===== config.mk =====
export PLATFORM = sky130hd
export DESIGN_NAME = signed_adder_arb
export DESIGN_NICKNAME = d
export VERILOG_FILES = /design/src/rtl/adder_arb_pkg.sv /design/src/rtl/rr_picker.sv /design/src/rtl/signed_adder.sv /design/src/rtl/signed_adder_arb.sv
export SDC_FILE = /design/constraint.sdc
export NUM_CORES = 1
export LEC_CHECK = 0
export CORE_AREA = 2 2 65 67
export CTS_CLUSTER_DIAMETER = 80
export DETAILED_ROUTE_END_ITERATION = 16
export DIE_AREA = 0 0 67 69
export PLACE_DENSITY = 0.83
export REMOVE_ABC_BUFFERS = 1
export SYNTH_ARGS = -nofsm -noshare
export SYNTH_HDL_FRONTEND = slang
export SYNTH_SLANG_ARGS = --single-unit

===== constraint.sdc =====
create_clock -name clk -period 8.7 [get_ports clk]
set_clock_uncertainty 0.1 [all_clocks]
set_input_delay 1.74 -clock clk [delete_from_list [all_inputs] [get_ports clk]]
set_output_delay 1.74 -clock clk [all_outputs]
set_load 0.05 [all_outputs]

===== src/rtl/adder_arb_pkg.sv =====
// Shared types and helpers for the signed adder arbiter and related
// shared-resource arbiters in the ALU.
package adder_arb_pkg;

    typedef enum logic {
        IDLE = 1'b0,
        RESP = 1'b1
    } arb_state_e;

    // Round-robin pointer increment with wrap at num_req.
    function automatic int rr_next(input int ptr, input int num_req);
        return (ptr >= num_req - 1) ? 0 : ptr + 1;
    endfunction

endpackage


===== src/rtl/rr_picker.sv =====
// Combinational round-robin picker: first requester at or above ptr, wrapping
// to 0. Grant is suppressed when en is low; winner/any are always valid.
module rr_picker #(
    parameter int NUM_REQ = 4
) (
    input  logic [NUM_REQ-1:0]         req,
    input  logic [$clog2(NUM_REQ)-1:0] ptr,
    input  logic                       en,
    output logic [NUM_REQ-1:0]         gnt,
    output logic [$clog2(NUM_REQ)-1:0] winner,
    output logic                       any
);

    localparam int ID_W = $clog2(NUM_REQ);

    always_comb begin
        int   idx;
        logic found;
        gnt    = '0;
        winner = '0;
        found  = 1'b0;
        idx    = 0;
        for (int k = 0; k < NUM_REQ; k++) begin
            idx = int'(ptr) + k;
            if (idx >= NUM_REQ) idx = idx - NUM_REQ;
            if (!found && req[idx]) begin
                found  = 1'b1;
                winner = ID_W'(idx);
            end
        end
        if (en && found) gnt[winner] = 1'b1;
    end

    assign any = |req;

endmodule


===== src/rtl/signed_adder.sv =====
// Signed adder: sign-extended SIZE+1-bit sum plus SIZE-bit two's-complement
// overflow flag.
module signed_adder #(
    parameter int SIZE = 8
) (
    input  logic [SIZE-1:0] a,
    input  logic [SIZE-1:0] b,
    output logic [SIZE:0]   sum,
    output logic            overflow
);

    assign sum = {a[SIZE-1], a} + {b[SIZE-1], b};
    // Overflow of the SIZE-bit result: operands agree in sign, truncated sum does not.
    assign overflow = (a[SIZE-1] == b[SIZE-1]) && (sum[SIZE-1] != a[SIZE-1]);

endmodule


===== src/rtl/signed_adder_arb.sv =====
// Round-robin arbiter sharing one signed_adder among NUM_REQ requesters, with
// a registered valid/ready response holding result, overflow and requester id.
module signed_adder_arb
    import adder_arb_pkg::*;
#(
    parameter int SIZE    = 8,
    parameter int NUM_REQ = 4,
    parameter int ID_W    = $clog2(NUM_REQ)
) (
    input  logic                    clk,
    input  logic                    rst_n,
    input  logic [NUM_REQ-1:0]      req,
    input  logic [NUM_REQ*SIZE-1:0] a_in,
    input  logic [NUM_REQ*SIZE-1:0] b_in,
    output logic [NUM_REQ-1:0]      gnt,
    output logic                    rsp_valid,
    input  logic                    rsp_ready,
    output logic [ID_W-1:0]         rsp_id,
    output logic [SIZE:0]           rsp_result,
    output logic                    rsp_overflow
);

    // Response handshake: rsp_valid/rsp_id/rsp_result/rsp_overflow are stable
    // while rsp_valid=1 and rsp_ready=0; the response retires on a cycle with
    // both high, and a new grant may load the registers in that same cycle.

    arb_state_e      state_q, state_d;
    logic [ID_W-1:0] ptr_q;
    logic [ID_W-1:0] winner;
    logic            any_req;
    logic            pick_en;
    logic            accept;
    logic [SIZE-1:0] add_a, add_b;
    logic [SIZE:0]   add_sum;
    logic            add_ovf;

    // Grant is only possible when the response slot is free or being drained.
    assign pick_en = rst_n && ((state_q == IDLE) || rsp_ready);
    assign accept  = any_req && pick_en;

    rr_picker #(.NUM_REQ(NUM_REQ)) u_picker (
        .req    (req),
        .ptr    (ptr_q),
        .en     (pick_en),
        .gnt    (gnt),
        .winner (winner),
        .any    (any_req)
    );

    assign add_a = a_in[winner*SIZE +: SIZE];
    assign add_b = b_in[winner*SIZE +: SIZE];

    signed_adder #(.SIZE(SIZE)) u_adder (
        .a        (add_a),
        .b        (add_b),
        .sum      (add_sum),
        .overflow (add_ovf)
    );

    always_comb begin
        state_d = state_q;
        if (accept)
            state_d = RESP;
        else if (state_q == RESP && rsp_ready)
            state_d = IDLE;
    end

    always_ff @(posedge clk or negedge rst_n) begin
        if (!rst_n) begin
            state_q      <= IDLE;
            ptr_q        <= '0;
            rsp_id       <= '0;
            rsp_result   <= '0;
            rsp_overflow <= 1'b0;
        end else begin
            state_q <= state_d;
            if (accept) begin
                ptr_q        <= ID_W'(rr_next(int'(winner), NUM_REQ));
                rsp_id       <= winner;
                rsp_result   <= add_sum;
                rsp_overflow <= add_ovf;
            end
        end
    end

    assign rsp_valid = (state_q == RESP);

endmodule

# Word level (Yosys, flattened, before mapping)
# Index checks and enable logic that the tools add are counted.
# classes
reduce_logical,15
order_cmp,11
n_bitwise,1
n_eq_ne,2
n_addsub,9
mux,30
shift,2
# ops
op,count
$lt A32 B4 Y1 const B,4
$mux W32,4
$ge A32 B4 Y1 const B,3
$sub A32 B4 Y32 const B,3
$shiftx A32 B6 Y8,2
$mux W1,15
$mux W2,5
$add A8 B8 Y9,1
$logic_and A1 B1 Y1,9
$bmux W1 S2,4
$add A2 B2 Y3 const B,2
$mux W4,1
$reduce_or A4 Y1,1
$sub A2 B3 Y4 const B,1
$add A2 B1 Y3 const B,1
$ge A2 B3 Y1 const B,1
$logic_not A1 Y1,3
$lt A2 B3 Y1 const B,1
$add A2 B1 Y2 const B,1
$demux W1 S2,1
$ge A2 B1 Y1 const B,1
$ge A2 B2 Y1 const B,1
$reduce_bool A2 Y1,1
$eq A1 B1 Y1,1
other kinds (3),3
# totals
output_inout_bits,17
input_bits,71
ff_bits,15
word_cells,75

# Longest topological paths before layout
# logic_depth
word_depth,20
depth_mapped,16
ltp_nobuf,15

# Cells and area by module
# A second synthesis with hierarchy kept.
# hier_totals
hier_cells,118
hier_area_um2,1527.7
# by_module_without_submodules
mod,cells_each,area_each_um2,instances,seq_area_each_um2
signed_adder_arb,58,1053.5,1,375.4
signed_adder,40,339.1,1,0.0
rr_picker,20,135.1,1,0.0

# Least setup slack after synthesis
# Ideal clock, no wire load.
# synth_path
kind,input port to output port
startpoint,input port req[0]
endpoint,output port gnt[2]
arrival_ns,3.467
path_slack_ns,3.393
path_buffers,1
t_required_ns,6.860
cell_stages,7
cell_sequence,nor2b_1 -> o21ba_1 -> nor2_2 -> clkbuf_1 -> ha_1 -> inv_1 -> nor2_1
# synth_between
elab_chain_len,18
word_cells_on_any_way,33
classes_between,order compare: 2; mux: 23; reduce/logical: 8
# synth_lines
element,line_no,text
from (decl),signed_adder_arb.sv:12,"input logic [NUM_REQ-1:0] req,"
$bmux W1 S2,rr_picker.sv:26,if (!found && req[idx]) begin
$mux W1 (not written as such) (2 in series),rr_picker.sv:26,
$mux W1,rr_picker.sv:26,
$logic_not A1 Y1,rr_picker.sv:26,
$logic_and A1 B1 Y1,rr_picker.sv:26,
$mux W1,rr_picker.sv:26,
$logic_not A1 Y1,rr_picker.sv:26,
$logic_and A1 B1 Y1,rr_picker.sv:26,
(+2 left out),-,
$logic_and A1 B1 Y1,rr_picker.sv:26,
$mux W2 *,rr_picker.sv:26,
net u_picker.winner[1],rr_picker.sv:10,"output logic [$clog2(NUM_REQ)-1:0] winner,"
$lt A2 B3 Y1 (not written as such) or $ge A2 B1 Y1 (tied branches),rr_picker.sv:31,if (en && found) gnt[winner] = 1'b1;
$logic_and A1 B1 Y1 (not written as such),rr_picker.sv:31,
$mux W1 (not written as such),rr_picker.sv:31,
$demux W1 S2 *,-,
$mux W4 *,rr_picker.sv:31,
to (decl),signed_adder_arb.sv:15,"output logic [NUM_REQ-1:0] gnt,"
# The timed path passes the listed nets; every way through them passes the cells marked *. The select of a mux whose other input is x is not followed.

# Final worst setup path
# layout_path
startpoint,input port req[2]
endpoint,output port gnt[0]
# layout_between
elab_chain_len,18
word_cells_on_any_way,33
classes_between,order compare: 2; mux: 23; reduce/logical: 8
# layout_lines
element,line_no
$bmux W1 S2,rr_picker.sv:26
$mux W1 (not written as such) (2 in series),rr_picker.sv:26
$mux W1,rr_picker.sv:26
$logic_not A1 Y1,rr_picker.sv:26
$logic_and A1 B1 Y1,rr_picker.sv:26
$mux W1,rr_picker.sv:26
$logic_not A1 Y1,rr_picker.sv:26
$logic_and A1 B1 Y1,rr_picker.sv:26
$mux W1,rr_picker.sv:26
$logic_not A1 Y1,rr_picker.sv:26
$logic_and A1 B1 Y1,rr_picker.sv:26
$mux W2,rr_picker.sv:26
$lt A2 B3 Y1 (not written as such) or $ge A2 B1 Y1 (tied branches),rr_picker.sv:31
$logic_and A1 B1 Y1 (not written as such),rr_picker.sv:31
$mux W1 (not written as such),rr_picker.sv:31
$demux W1 S2,-
$mux W4 *,rr_picker.sv:31
# Every way passes the cells marked *; elsewhere a longest branch is shown, timed or not. The select of a mux whose other input is x is not followed.

==> impl_metrics.xml <==
<?xml version="1.0" encoding="UTF-8"?>
<metrics>
  <group name="outcome">
    <metric name="outcome" unit="">finished clean</metric>
  </group>
  <group name="synthesis">
    <metric name="postSynthRegisterBits" unit="">15</metric>
    <metric name="post_synth_num_cell_types" unit="">38</metric>
    <metric name="synth_sequential_area_ratio" unit="">0.239</metric>
    <metric name="synth_cells" unit="">218</metric>
    <metric name="synth.yosys.warnings" unit="">0</metric>
    <metric name="syn-cell-area" unit="mm²">0.00157</metric>
    <metric name="synth.avg_cell_area" unit="µm²">7.19</metric>
  </group>
  <group name="placement">
    <metric name="placement.io_buffers" unit="">87</metric>
    <metric name="place.gp.congestion" unit="">0.768</metric>
    <metric name="place_ws" unit="ps">2260</metric>
    <metric name="dpl-instance-area" unit="mm²">0.00246</metric>
    <metric name="place.detailed.instances" unit="">346</metric>
    <metric name="place.detailed.hpwl" unit="mm">3.33</metric>
  </group>
  <group name="critical_path">
    <metric name="critical_path_peak_fanout" unit="">35</metric>
    <metric name="crit_path_end_kind" unit="">output port</metric>
    <metric name="timing.critical_path.from_type" unit="">primary input</metric>
    <metric name="worstPathCellList" unit="">clkdlybuf4s50_1 &gt; nand2b_1 &gt; a21oi_1 &gt; nor3_4 &gt; buf_4 &gt; inv_2 &gt; ha_1 &gt; inv_1 &gt; nor2_1 &gt; clkdlybuf4s50_1</metric>
    <metric name="worst_path_max_delay_cell" unit="">sky130_fd_sc_hd__clkdlybuf4s50_1</metric>
    <metric name="crit_arrival" unit="ps">4610</metric>
    <metric name="worstSetupPathType" unit="">in2out</metric>
    <metric name="worst_path_dominant_cell_family" unit="">buffers and inverters</metric>
    <metric name="slowest_delay" unit="ps">820</metric>
    <metric name="critPathRequiredTime" unit="ps">6860</metric>
    <metric name="worstPathBufferInverterCount" unit="">5</metric>
    <metric name="crit_path_frequent_cell" unit="">sky130_fd_sc_hd__clkdlybuf4s50_1</metric>
  </group>
  <group name="sta">
    <metric name="setup_violations" unit="">0</metric>
    <metric name="timing.final.hold_violations" unit="">0</metric>
    <metric name="unrepaired_setup_endpoints_after_global_routing" unit="">no</metric>
    <metric name="slew_headroom" unit="">0.477</metric>
    <metric name="fin_hold_ws" unit="ps">383</metric>
    <metric name="worst-slew-pin-transition" unit="ps">783</metric>
    <metric name="layout_setup_ws" unit="ps">2250</metric>
    <metric name="fin_setup_tns" unit="ps">0</metric>
    <metric name="post-route-min-period" unit="ps">6450</metric>
    <metric name="final.period_utilization" unit="">0.741</metric>
    <metric name="fmax" unit="MHz">155</metric>
    <metric name="max_slew_violation_count" unit="">0</metric>
  </group>
  <group name="cts">
    <metric name="cts_buffer_depth" unit="">2</metric>
    <metric name="ctsRootBufferMaster" unit="">sky130_fd_sc_hd__clkbuf_8</metric>
    <metric name="cts_bufs_inserted" unit="">3</metric>
    <metric name="htree_num_levels" unit="">1</metric>
    <metric name="worst_setup_hold_path_clk_slew" unit="ps">60</metric>
    <metric name="clk-insertion-delay-late" unit="ps">250</metric>
    <metric name="holdBufCountCts" unit="">0</metric>
    <metric name="tritoncts" unit="">yes</metric>
    <metric name="clock_sink_count" unit="">15</metric>
    <metric name="post-cts-setup-buffers" unit="">0</metric>
    <metric name="post_cts_resized" unit="">0</metric>
  </group>
  <group name="die">
    <metric name="fp.dieW" unit="µm">67</metric>
    <metric name="pin_count" unit="">88</metric>
    <metric name="die_ar" unit="mm²">0.00462</metric>
    <metric name="die_h" unit="µm">69</metric>
    <metric name="core.rowCount" unit="">23</metric>
    <metric name="core-area" unit="mm²">0.00391</metric>
    <metric name="floorplan.initialDensity" unit="">0.401</metric>
  </group>
  <group name="grt">
    <metric name="grt_usage" unit="">0.187</metric>
    <metric name="grt_start_max_net_pins" unit="">36</metric>
    <metric name="wire_length_of_the_first_global_routing_pass" unit="mm">7.06</metric>
    <metric name="grt_pass1_vias" unit="">1659</metric>
    <metric name="globalRoute.totalOverflow" unit="">0</metric>
    <metric name="initial_antenna_violation_count" unit="">0</metric>
  </group>
  <group name="pwr">
    <metric name="leakagePower" unit="nW">1.12</metric>
    <metric name="irDropWorstVdd" unit="µV">124</metric>
    <metric name="clock_power_share" unit="">0.076</metric>
    <metric name="internal_dissipation" unit="mW">0.367</metric>
    <metric name="power.share.switching" unit="">0.509</metric>
    <metric name="design_power_total" unit="mW">0.747</metric>
    <metric name="cellPowerDensity" unit="mW/mm²">298</metric>
    <metric name="power.switching" unit="mW">0.380</metric>
    <metric name="comb_power_share" unit="">0.763</metric>
    <metric name="seq_power_share" unit="">0.160</metric>
  </group>
  <group name="routing">
    <metric name="drt_pre_antenna_iters" unit="">4</metric>
    <metric name="route.detailed.vias_per_inst" unit="">5.04</metric>
    <metric name="final_antenna_net_count" unit="">0</metric>
    <metric name="routed-via-count" unit="">1763</metric>
    <metric name="route.detailed.drc" unit="">0</metric>
    <metric name="drt_iter0_markers" unit="">130</metric>
    <metric name="drt_wl_total" unit="mm">4.27</metric>
    <metric name="avgRoutedWirePerCell" unit="µm">12.2</metric>
  </group>
  <group name="final_layout">
    <metric name="post_route_cells_drive_above_1_share" unit="">0.0533</metric>
    <metric name="leading_cell_type_in_the_layout_fill_and_taps_excluded" unit="">sky130_fd_sc_hd__clkdlybuf4s50_1</metric>
    <metric name="layout_nets" unit="">385</metric>
    <metric name="finish.utilization" unit="">0.641</metric>
    <metric name="finalNonFillerCells" unit="">350</metric>
    <metric name="number_of_diodes_added_for_antenna_fixing" unit="">0</metric>
    <metric name="finalInstanceArea" unit="mm²">0.00251</metric>
    <metric name="final_cell_mix" unit="">sky130_fd_sc_hd__clkdlybuf4s50_1, sky130_fd_sc_hd__nand2_1, sky130_fd_sc_hd__and3_1, sky130_fd_sc_hd__a31oi_1, sky130_fd_sc_hd__dfrtp_1</metric>
    <metric name="syn2layout_area_growth" unit="%">59.9</metric>
  </group>
  <group name="job">
    <metric name="timing.max_cap.violations" unit="">0</metric>
  </group>
  <group name="min_path">
    <metric name="hold_class" unit="">reg2reg</metric>
  </group>
</metrics>
-- worst paths after layout --
path                            slack (ps)           from             to  cells past startpoint
worst min register to register         380  rsp_result[2]  rsp_result[2]                      2
worst max register to register        4900       ptr_q[1]  rsp_result[6]                     16
worst min-delay path                   380  rsp_result[2]  rsp_result[2]                      2
max in group asynchronous             6280          rst_n  rsp_result[2]                      1
min in group asynchronous             1800          rst_n      rsp_valid                      1
worst max-delay path                  2250         req[2]         gnt[0]                     10
-- worst reg2reg max path, cell delays in order, from the launching register on --
cell and delay, ps:
sky130_fd_sc_hd__dfrtp_1 440, sky130_fd_sc_hd__mux2i_1 200, sky130_fd_sc_hd__nor2_1 80, sky130_fd_sc_hd__nor3_4 150, sky130_fd_sc_hd__buf_4 350, sky130_fd_sc_hd__inv_2 330
sky130_fd_sc_hd__nand2_1 140, sky130_fd_sc_hd__and3_1 160, sky130_fd_sc_hd__a31oi_1 50, sky130_fd_sc_hd__ha_1 300, sky130_fd_sc_hd__fa_1 460, sky130_fd_sc_hd__a21o_1 190
sky130_fd_sc_hd__a21oi_1 210, sky130_fd_sc_hd__o21bai_1 100, sky130_fd_sc_hd__a21oi_1 200, sky130_fd_sc_hd__xor2_1 170, sky130_fd_sc_hd__o21ai_1 70
-- power by group through the flow --
stage,clock network (mW),registers [mW],logic [mW]
after CTS,0.0577,0.120,0.573
after global placement,0,0.120,0.552
after floorplan,0,0.207,0.323
after detailed placement,0,0.121,0.569
after global routing,0.0603,0.125,0.628
final,0.0568,0.120,0.570
-- area by class of cell --
| type | count | area (µm²) |
|---|---|---|
| well taps | 50 | 62.6 |
| fillers | 370 | 1410 |
| inverters | 11 | 41.3 |
| repair buffers | 89 | 886 |
| clock buffers | 3 | 41.3 |
| clock inverters | 1 | 5.00 |
| flip-flops and latches | 15 | 375 |
| multi-input cells | 181 | 1100 |
-- sequential cells by signal (all words and copies together) (netlist names) --
name          count
rsp_id            2
rsp_result        9
rsp_valid         1
rsp_overflow      1
ptr_q             2
-- synthesized netlist by cell type --
master,number,area (µm²)
sky130_fd_sc_hd__nor4b_1,1,8.76
sky130_fd_sc_hd__a211oi_1,1,7.51
sky130_fd_sc_hd__xnor2_1,3,26.3
sky130_fd_sc_hd__buf_2,8,40.0
sky130_fd_sc_hd__xor2_1,3,26.3
sky130_fd_sc_hd__a21oi_1,8,40.0
sky130_fd_sc_hd__ha_1,12,150
sky130_fd_sc_hd__or4_1,1,7.51
sky130_fd_sc_hd__mux2i_1,1,10.0
sky130_fd_sc_hd__nor3_4,1,16.3
sky130_fd_sc_hd__o21ai_0,3,15.0
sky130_fd_sc_hd__nor2_1,7,26.3
sky130_fd_sc_hd__nand3_1,3,15.0
sky130_fd_sc_hd__nor2b_4,1,13.8
sky130_fd_sc_hd__and3_1,15,93.8
sky130_fd_sc_hd__nor4_1,2,12.5
sky130_fd_sc_hd__nor2b_1,1,6.26
sky130_fd_sc_hd__clkbuf_1,2,7.51
sky130_fd_sc_hd__nand2_1,72,270
sky130_fd_sc_hd__inv_1,9,33.8
sky130_fd_sc_hd__nand3_2,2,20.0
sky130_fd_sc_hd__a2111oi_2,1,15.0
sky130_fd_sc_hd__nor2_2,1,6.26
sky130_fd_sc_hd__nor3b_1,1,7.51
sky130_fd_sc_hd__a221oi_2,1,15.0
sky130_fd_sc_hd__dfrtp_1,15,375
sky130_fd_sc_hd__o21ba_1,1,10.0
sky130_fd_sc_hd__and2_4,1,8.76
sky130_fd_sc_hd__mux2_1,3,33.8
sky130_fd_sc_hd__o21bai_1,3,22.5
sky130_fd_sc_hd__buf_4,1,7.51
sky130_fd_sc_hd__a31oi_1,15,93.8
sky130_fd_sc_hd__nand2b_1,2,12.5
sky130_fd_sc_hd__a221o_1,2,20.0
sky130_fd_sc_hd__inv_2,2,7.51
sky130_fd_sc_hd__fa_1,1,20.0
sky130_fd_sc_hd__a21o_1,2,15.0
sky130_fd_sc_hd__o21ai_1,10,50.1
-- kinds of logic after synthesis --
logic type               after synthesis  synth area share
AO/OA/AOI/OAI                         47             0.194
XOR/XNOR                               6            0.0335
adder cells (fa/ha/maj)               13             0.109
buffers and inverters                 22            0.0615
flip-flops                            15             0.239
multiplexers                           4            0.0279
AND/OR/NAND/NOR                      111             0.335
-- per-layer routing --
layer,part of all wire,global-route usage
met1,0.40,0.226
met2,0.54,0.342
met3,0.054,0.0310
met4,0.0038,0.0295
met5,0,0
(Power assumes the default switching activity.)
